File: src/rtl/stopwatch_ctrl.sv
// Stopwatch control FSM: sequences the seconds counter from button pulses,
// owns the displayed value, and stores up to LAP_DEPTH lap times.
//
//   state    | meaning
//   ---------+----------------------------------------------------------
//   IDLE     | stopped at zero/after clear, display follows the counter
//   RUN      | counting, display follows the counter
//   LAP_HOLD | counting, display frozen on the last captured lap
//   PAUSE    | counting suspended, display follows the frozen counter
//   DONE     | terminal count reached, display pinned to MAX_SECONDS
module stopwatch_ctrl #(
    parameter int SECONDS_WIDTH = 10,
    parameter int MAX_SECONDS   = 999,
    parameter int LAP_DEPTH     = 4,
    parameter int LAP_IDX_WIDTH = 2,
    parameter int HOLD_CYCLES   = 50000000
) (
    input  logic                     clk,
    input  logic                     async_reset,
    input  logic                     start_stop,
    input  logic                     lap,
    input  logic                     clear,
    input  logic [SECONDS_WIDTH-1:0] count_value,
    input  logic [LAP_IDX_WIDTH-1:0] lap_rd_idx,
    output logic                     count_enable,
    output logic                     count_clear,
    output logic [SECONDS_WIDTH-1:0] display_value,
    output logic [SECONDS_WIDTH-1:0] lap_rd_data,
    output logic [LAP_IDX_WIDTH:0]   lap_count,
    output logic [2:0]               state_out,
    output logic                     overflow
);

    localparam int TIMER_WIDTH = (HOLD_CYCLES > 1) ? $clog2(HOLD_CYCLES) : 1;
    localparam logic [TIMER_WIDTH-1:0]   HOLD_LOAD = TIMER_WIDTH'(HOLD_CYCLES - 1);
    localparam logic [SECONDS_WIDTH-1:0] MAX_VAL   = SECONDS_WIDTH'(MAX_SECONDS);
    localparam logic [LAP_IDX_WIDTH:0]   LAP_FULL  = (LAP_IDX_WIDTH + 1)'(LAP_DEPTH);
    localparam logic [LAP_IDX_WIDTH:0]   LAP_ONE   = (LAP_IDX_WIDTH + 1)'(1);

    typedef enum logic [2:0] {
        IDLE     = 3'd0,
        RUN      = 3'd1,
        LAP_HOLD = 3'd2,
        PAUSE    = 3'd3,
        DONE     = 3'd4
    } state_t;

    state_t state;
    state_t state_next;

    logic [TIMER_WIDTH-1:0]   hold_timer;
    logic [TIMER_WIDTH-1:0]   timer_next;
    logic [SECONDS_WIDTH-1:0] display_next;
    logic [SECONDS_WIDTH-1:0] laps [LAP_DEPTH];
    logic                     capture;
    logic                     do_clear;
    logic                     lap_room;
    logic                     at_max;

    assign lap_room    = (lap_count < LAP_FULL);
    assign at_max      = (count_value >= MAX_VAL);
    assign lap_rd_data = laps[lap_rd_idx];
    assign state_out   = state;

    // State register.
    always_ff @(posedge clk or negedge async_reset) begin
        if (!async_reset) begin
            state <= IDLE;
        end else begin
            state <= state_next;
        end
    end

    // Next state, hold timer, lap capture/clear and display selection.
    always_comb begin
        state_next = state;
        capture    = 1'b0;
        do_clear   = 1'b0;
        timer_next = '0;
        case (state)
            IDLE: begin
                if (clear) begin
                    do_clear = 1'b1;
                end else if (start_stop) begin
                    state_next = RUN;
                end
            end
            RUN: begin
                if (at_max) begin
                    state_next = DONE;
                end else if (start_stop) begin
                    state_next = PAUSE;
                end else if (lap && lap_room) begin
                    capture    = 1'b1;
                    timer_next = HOLD_LOAD;
                    state_next = LAP_HOLD;
                end
            end
            LAP_HOLD: begin
                if (at_max) begin
                    state_next = DONE;
                end else if (start_stop) begin
                    state_next = PAUSE;
                end else if (lap && lap_room) begin
                    capture    = 1'b1;
                    timer_next = HOLD_LOAD;
                end else if (hold_timer == '0) begin
                    state_next = RUN;
                end else begin
                    timer_next = hold_timer - TIMER_WIDTH'(1);
                end
            end
            PAUSE: begin
                if (clear) begin
                    do_clear   = 1'b1;
                    state_next = IDLE;
                end else if (start_stop) begin
                    state_next = RUN;
                end
            end
            DONE: begin
                if (clear) begin
                    do_clear   = 1'b1;
                    state_next = IDLE;
                end
            end
            default: state_next = IDLE;
        endcase

        // A fresh capture shows the captured count, which is count_value itself.
        if (state_next == DONE) begin
            display_next = MAX_VAL;
        end else if (state_next == LAP_HOLD && !capture) begin
            display_next = display_value;
        end else begin
            display_next = count_value;
        end
    end

    // Registered outputs, hold timer and lap register file.
    always_ff @(posedge clk or negedge async_reset) begin
        if (!async_reset) begin
            count_enable  <= 1'b0;
            count_clear   <= 1'b0;
            overflow      <= 1'b0;
            display_value <= '0;
            hold_timer    <= '0;
            lap_count     <= '0;
            for (int i = 0; i < LAP_DEPTH; i++) begin
                laps[i] <= '0;
            end
        end else begin
            count_enable  <= (state_next == RUN) || (state_next == LAP_HOLD);
            count_clear   <= do_clear;
            overflow      <= (state_next == DONE);
            display_value <= display_next;
            hold_timer    <= timer_next;
            if (do_clear) begin
                lap_count <= '0;
                for (int i = 0; i < LAP_DEPTH; i++) begin
                    laps[i] <= '0;
                end
            end else if (capture) begin
                laps[lap_count[LAP_IDX_WIDTH-1:0]] <= count_value;
                lap_count <= lap_count + LAP_ONE;
            end
        end
    end

endmodule
File: config.mk
export PLATFORM = sky130hd
export DESIGN_NAME = stopwatch_ctrl
export DESIGN_NICKNAME = d
export VERILOG_FILES = /design/src/rtl/stopwatch_ctrl.sv
export SDC_FILE = /design/constraint.sdc
export NUM_CORES = 1
export LEC_CHECK = 0
export ABC_AREA = 1
export BUFFER_PORTS_ARGS = -buffer_cell sky130_fd_sc_hd__clkbuf_2
export CAP_MARGIN = 20
export CELL_PAD_IN_SITES_DETAIL_PLACEMENT = 1
export CELL_PAD_IN_SITES_GLOBAL_PLACEMENT = 1
export CORE_ASPECT_RATIO = 0.75
export CORE_MARGIN = 5
export CORE_UTILIZATION = 40
export DETAILED_ROUTE_END_ITERATION = 10
export GPL_TIMING_DRIVEN = 0
export PLACE_DENSITY = 0.75
export SLEW_MARGIN = 20
export SYNTH_ARGS = -nofsm -noshare
export SYNTH_HDL_FRONTEND = slang
export SYNTH_SLANG_ARGS = --single-unit
File: constraint.sdc
create_clock -name clk -period 3.33 [get_ports clk]
set_input_delay 0.1665 -clock clk [delete_from_list [all_inputs] [get_ports clk]]
set_output_delay 0.1665 -clock clk [all_outputs]
set_load 0.03 [all_outputs]
==> run metrics <==
WHS 0.106 ns; Slew Limit Fails 0; clk_lat worst skew approximately 0.34 ns; Crit. End Element flip-flop; Power Dens Cells about 900 mW/mm2; most numerous cell on the critical path nand2_1; average size of a mapped cell 7.92 um2; Distinct cells, synth 35; vias roughly 4200; cts hold-fix bufs 1; Post-CTS Resized 0; Least-Margin Pin Slew 0.700 ns; synthesized instance count 570; number of synthesized flops with an enable pin 0; grt ovf 0; Final nets approximately 650; leakage power 2.67 nW; status finished, final reports clean; final hold violations 0; CTS max path bufs 2; largest net degree at the start of global routing 86; port buffer count 45; reg-to-reg slack, setup between 1 and 1.5 ns; Register Area 0.00213 mm2; number of storage elements in the synthesis netlist 85; WL/cell approximately 18 um; Starting Density 0.411; DIE HEIGHT a little over 100 um; CTS tree built; DRT Pass-1 Iters 4; RSZ-0062 raised after global routing false; Die Area around 0.014 mm2; vias in the first global route 4507; syn_nets ~590; Worst path slowest cell dfrtp_1; Final min period 1.96 ns; worst setup skew after layout between 0.005 and 0.006 ns; Routed Antenna Nets 0; ys async rst share 1.00; RePlAce Congestion approximately 0.86; # DRC 0; first-pass GRT wire length about 23 mm; Max Fclk slightly above 500 MHz; Sink Count 85; layout cell share with drive strength beyond 1 0.161; HPWL Detailed around 10 mm; Setup Buffers After CTS 0; Setup crit start kind flip-flop; Iter 0 DRT Violations roughly 380; Max FO, Critical Path 4; Reg clk slew, reported paths 0.06 ns; Die W 133 um; multi-input logic area a little over 0.002 mm2; TritonCTS Buffers 9; filler-free cell count of the finished design 772; Ports 46; period utilization 0.588; top_reg_cell synth dfrtp_1; cells along the critical path nor2_1 > nand2_1 > nor2_1 > nand2_1 > inv_1 > nand2_1 > o21ai_0 > nand2_1 > o21ai_0 > nand2_1; critical path class flip-flop to flip-flop; Worst Path Required about 3.6 ns; Arrival @ worst endpoint roughly 2.2 ns; Max-Cap Viols 0; cell row count 33; Cells after DPL ~760; Layout area overhead 15.8%; Antenna Cells 0; Core ar. approximately 0.011 mm2; clock root cell clkbuf_16; synth warn 0; register area share after synthesis 0.471; total routed wirelength between 10 and 15 mm; slowest stage delay, CP 0.42 ns; endpoints failing setup 0; area of the mapped netlist 0.00452 mm2; Worst Hold Class input port to flip-flop; Fill cells 1367; post-layout util 0.476; maximum VDD drop a little over 0.3 mV; slew margin rel. 0.533; Total GRT Usage 0.220; Final TNS setup 0 ns; vias per cell between 5 and 6; htree depth 3; initial antenna violation count 0
## worst paths after layout
kind,startpoint,to,cells past startpoint
worst max-delay path,hold_timer[3]$_DFF_PN0_,hold_timer[17]$_DFF_PN0_,10
worst min-delay path,count_value[3],display_value[3]$_DFFE_PN0P_,3
worst max register to register,hold_timer[3]$_DFF_PN0_,hold_timer[17]$_DFF_PN0_,10
min in group asynchronous,async_reset,hold_timer[1]$_DFF_PN0_,2
max in group asynchronous,async_reset,hold_timer[24]$_DFF_PN0_,2
worst min register to register,laps[21]$_DFFE_PN0P_,laps[21]$_DFFE_PN0P_,2
## power breakdown
| part | switching (mW) | internal, mW | leakage [nW] |
|---|---|---|---|
| Combinational | 1.57 | 0.647 | 1.39 |
| Sequential | 0.192 | 1.25 | 1.14 |
| Clock | 0.418 | 0.600 | 0.143 |
| Total | 2.18 | 2.50 | 2.67 |
## through the flow
step	cell area (um2)	total power [mW]	setup slack, ns
floorplan	4520	3.01	1.65
detailed placement	4920	3.64	1.38
finish	5230	4.68	1.37
CTS	5230	4.68	1.36
global route	5230	5.02	1.17
global placement	4920	3.53	1.05
## flip-flops by register name, summed over array words and instances (netlist names)
| register | cells |
|---|---|
| display_value | 10 |
| count_clear | 1 |
| state_out | 3 |
| overflow | 1 |
| laps | 40 |
| lap_count | 3 |
| count_enable | 1 |
| hold_timer | 26 |
## worst max-delay path, delay by kind of cell, from the launching register on
kind	cells	cell delay, ns
buffers and inverters	1	0.13
AND/OR/NAND/NOR	7	0.99
AO/OA/AOI/OAI	2	0.32
flip-flops	1	0.42
## per-layer routing
layer / vias to the layer above / routed length [um] / global-route usage
met2: 104 / 6100 / 0.340
li1: 2008 / - / -
met5: - / 0 / 0
met4: 0 / 101 / 0.0487
met1: 2121 / 7180 / 0.326
met3: 10 / 751 / 0.0369
## synth_stat cells, types with 2 or more instances
cell type	number	area (um2)
o21ai_1	12	60.1
nand2_4	2	22.5
nand2_2	6	37.5
inv_2	3	11.3
clkbuf_1	11	41.3
nand2_1	96	360
nand3_1	63	315
nand3b_1	2	15.0
nand3_2	6	60.1
o21ai_0	72	360
dfrtp_1	85	2130
nor3_1	9	45.0
a21oi_1	17	85.1
xor2_1	5	43.8
nand4_1	17	106
o22ai_1	10	62.6
nor2_1	67	251
inv_1	50	188
xnor2_1	2	17.5
buf_4	2	15.0
nor2_2	6	37.5
and2_1	2	12.5
buf_2	9	45.0
ha_1	5	62.6
## cells by family (layout without fill, tap and decap cells)
| family | after synthesis | after routing | synth area share |
|---|---|---|---|
| xor gates and xnor gates | 7 | 7 | 0.0136 |
| DFF | 85 | 85 | 0.471 |
| buffers and inverters | 79 | 141 | 0.0729 |
| and+or+nand+nor | 280 | 280 | 0.294 |
| adders and majority gates | 5 | 5 | 0.0139 |
| AOI/OAI and AO/OA | 114 | 114 | 0.135 |
## cell type report
class | instances | share of cell area
Sequential cell | 85 | 0.407
Multi-Input combinational cell | 406 | 0.394
Tap cell | 140 | 0.0335
Buffer | 24 | 0.0232
Inverter | 55 | 0.0397
Timing Repair Buffer | 46 | 0.0467
Clock inverter | 4 | 0.00909
Clock buffer | 12 | 0.0471
## cell usage in the layout (no fill, tap or decap), drive strengths merged, types with 2 or more instances in the layout
master and count:
xor2 5, a21oi 18, nor3 11, and2 2, xnor2 2, nand4 17, nand3 70, nand2 104
clkbuf 69, inv 53, buf 12, o22ai 10, clkinv 4, o21ai 85, nand3b 2, dfrtp 85
nor2 74, ha 5
Note: power is estimated with default switching activity, not from simulation.
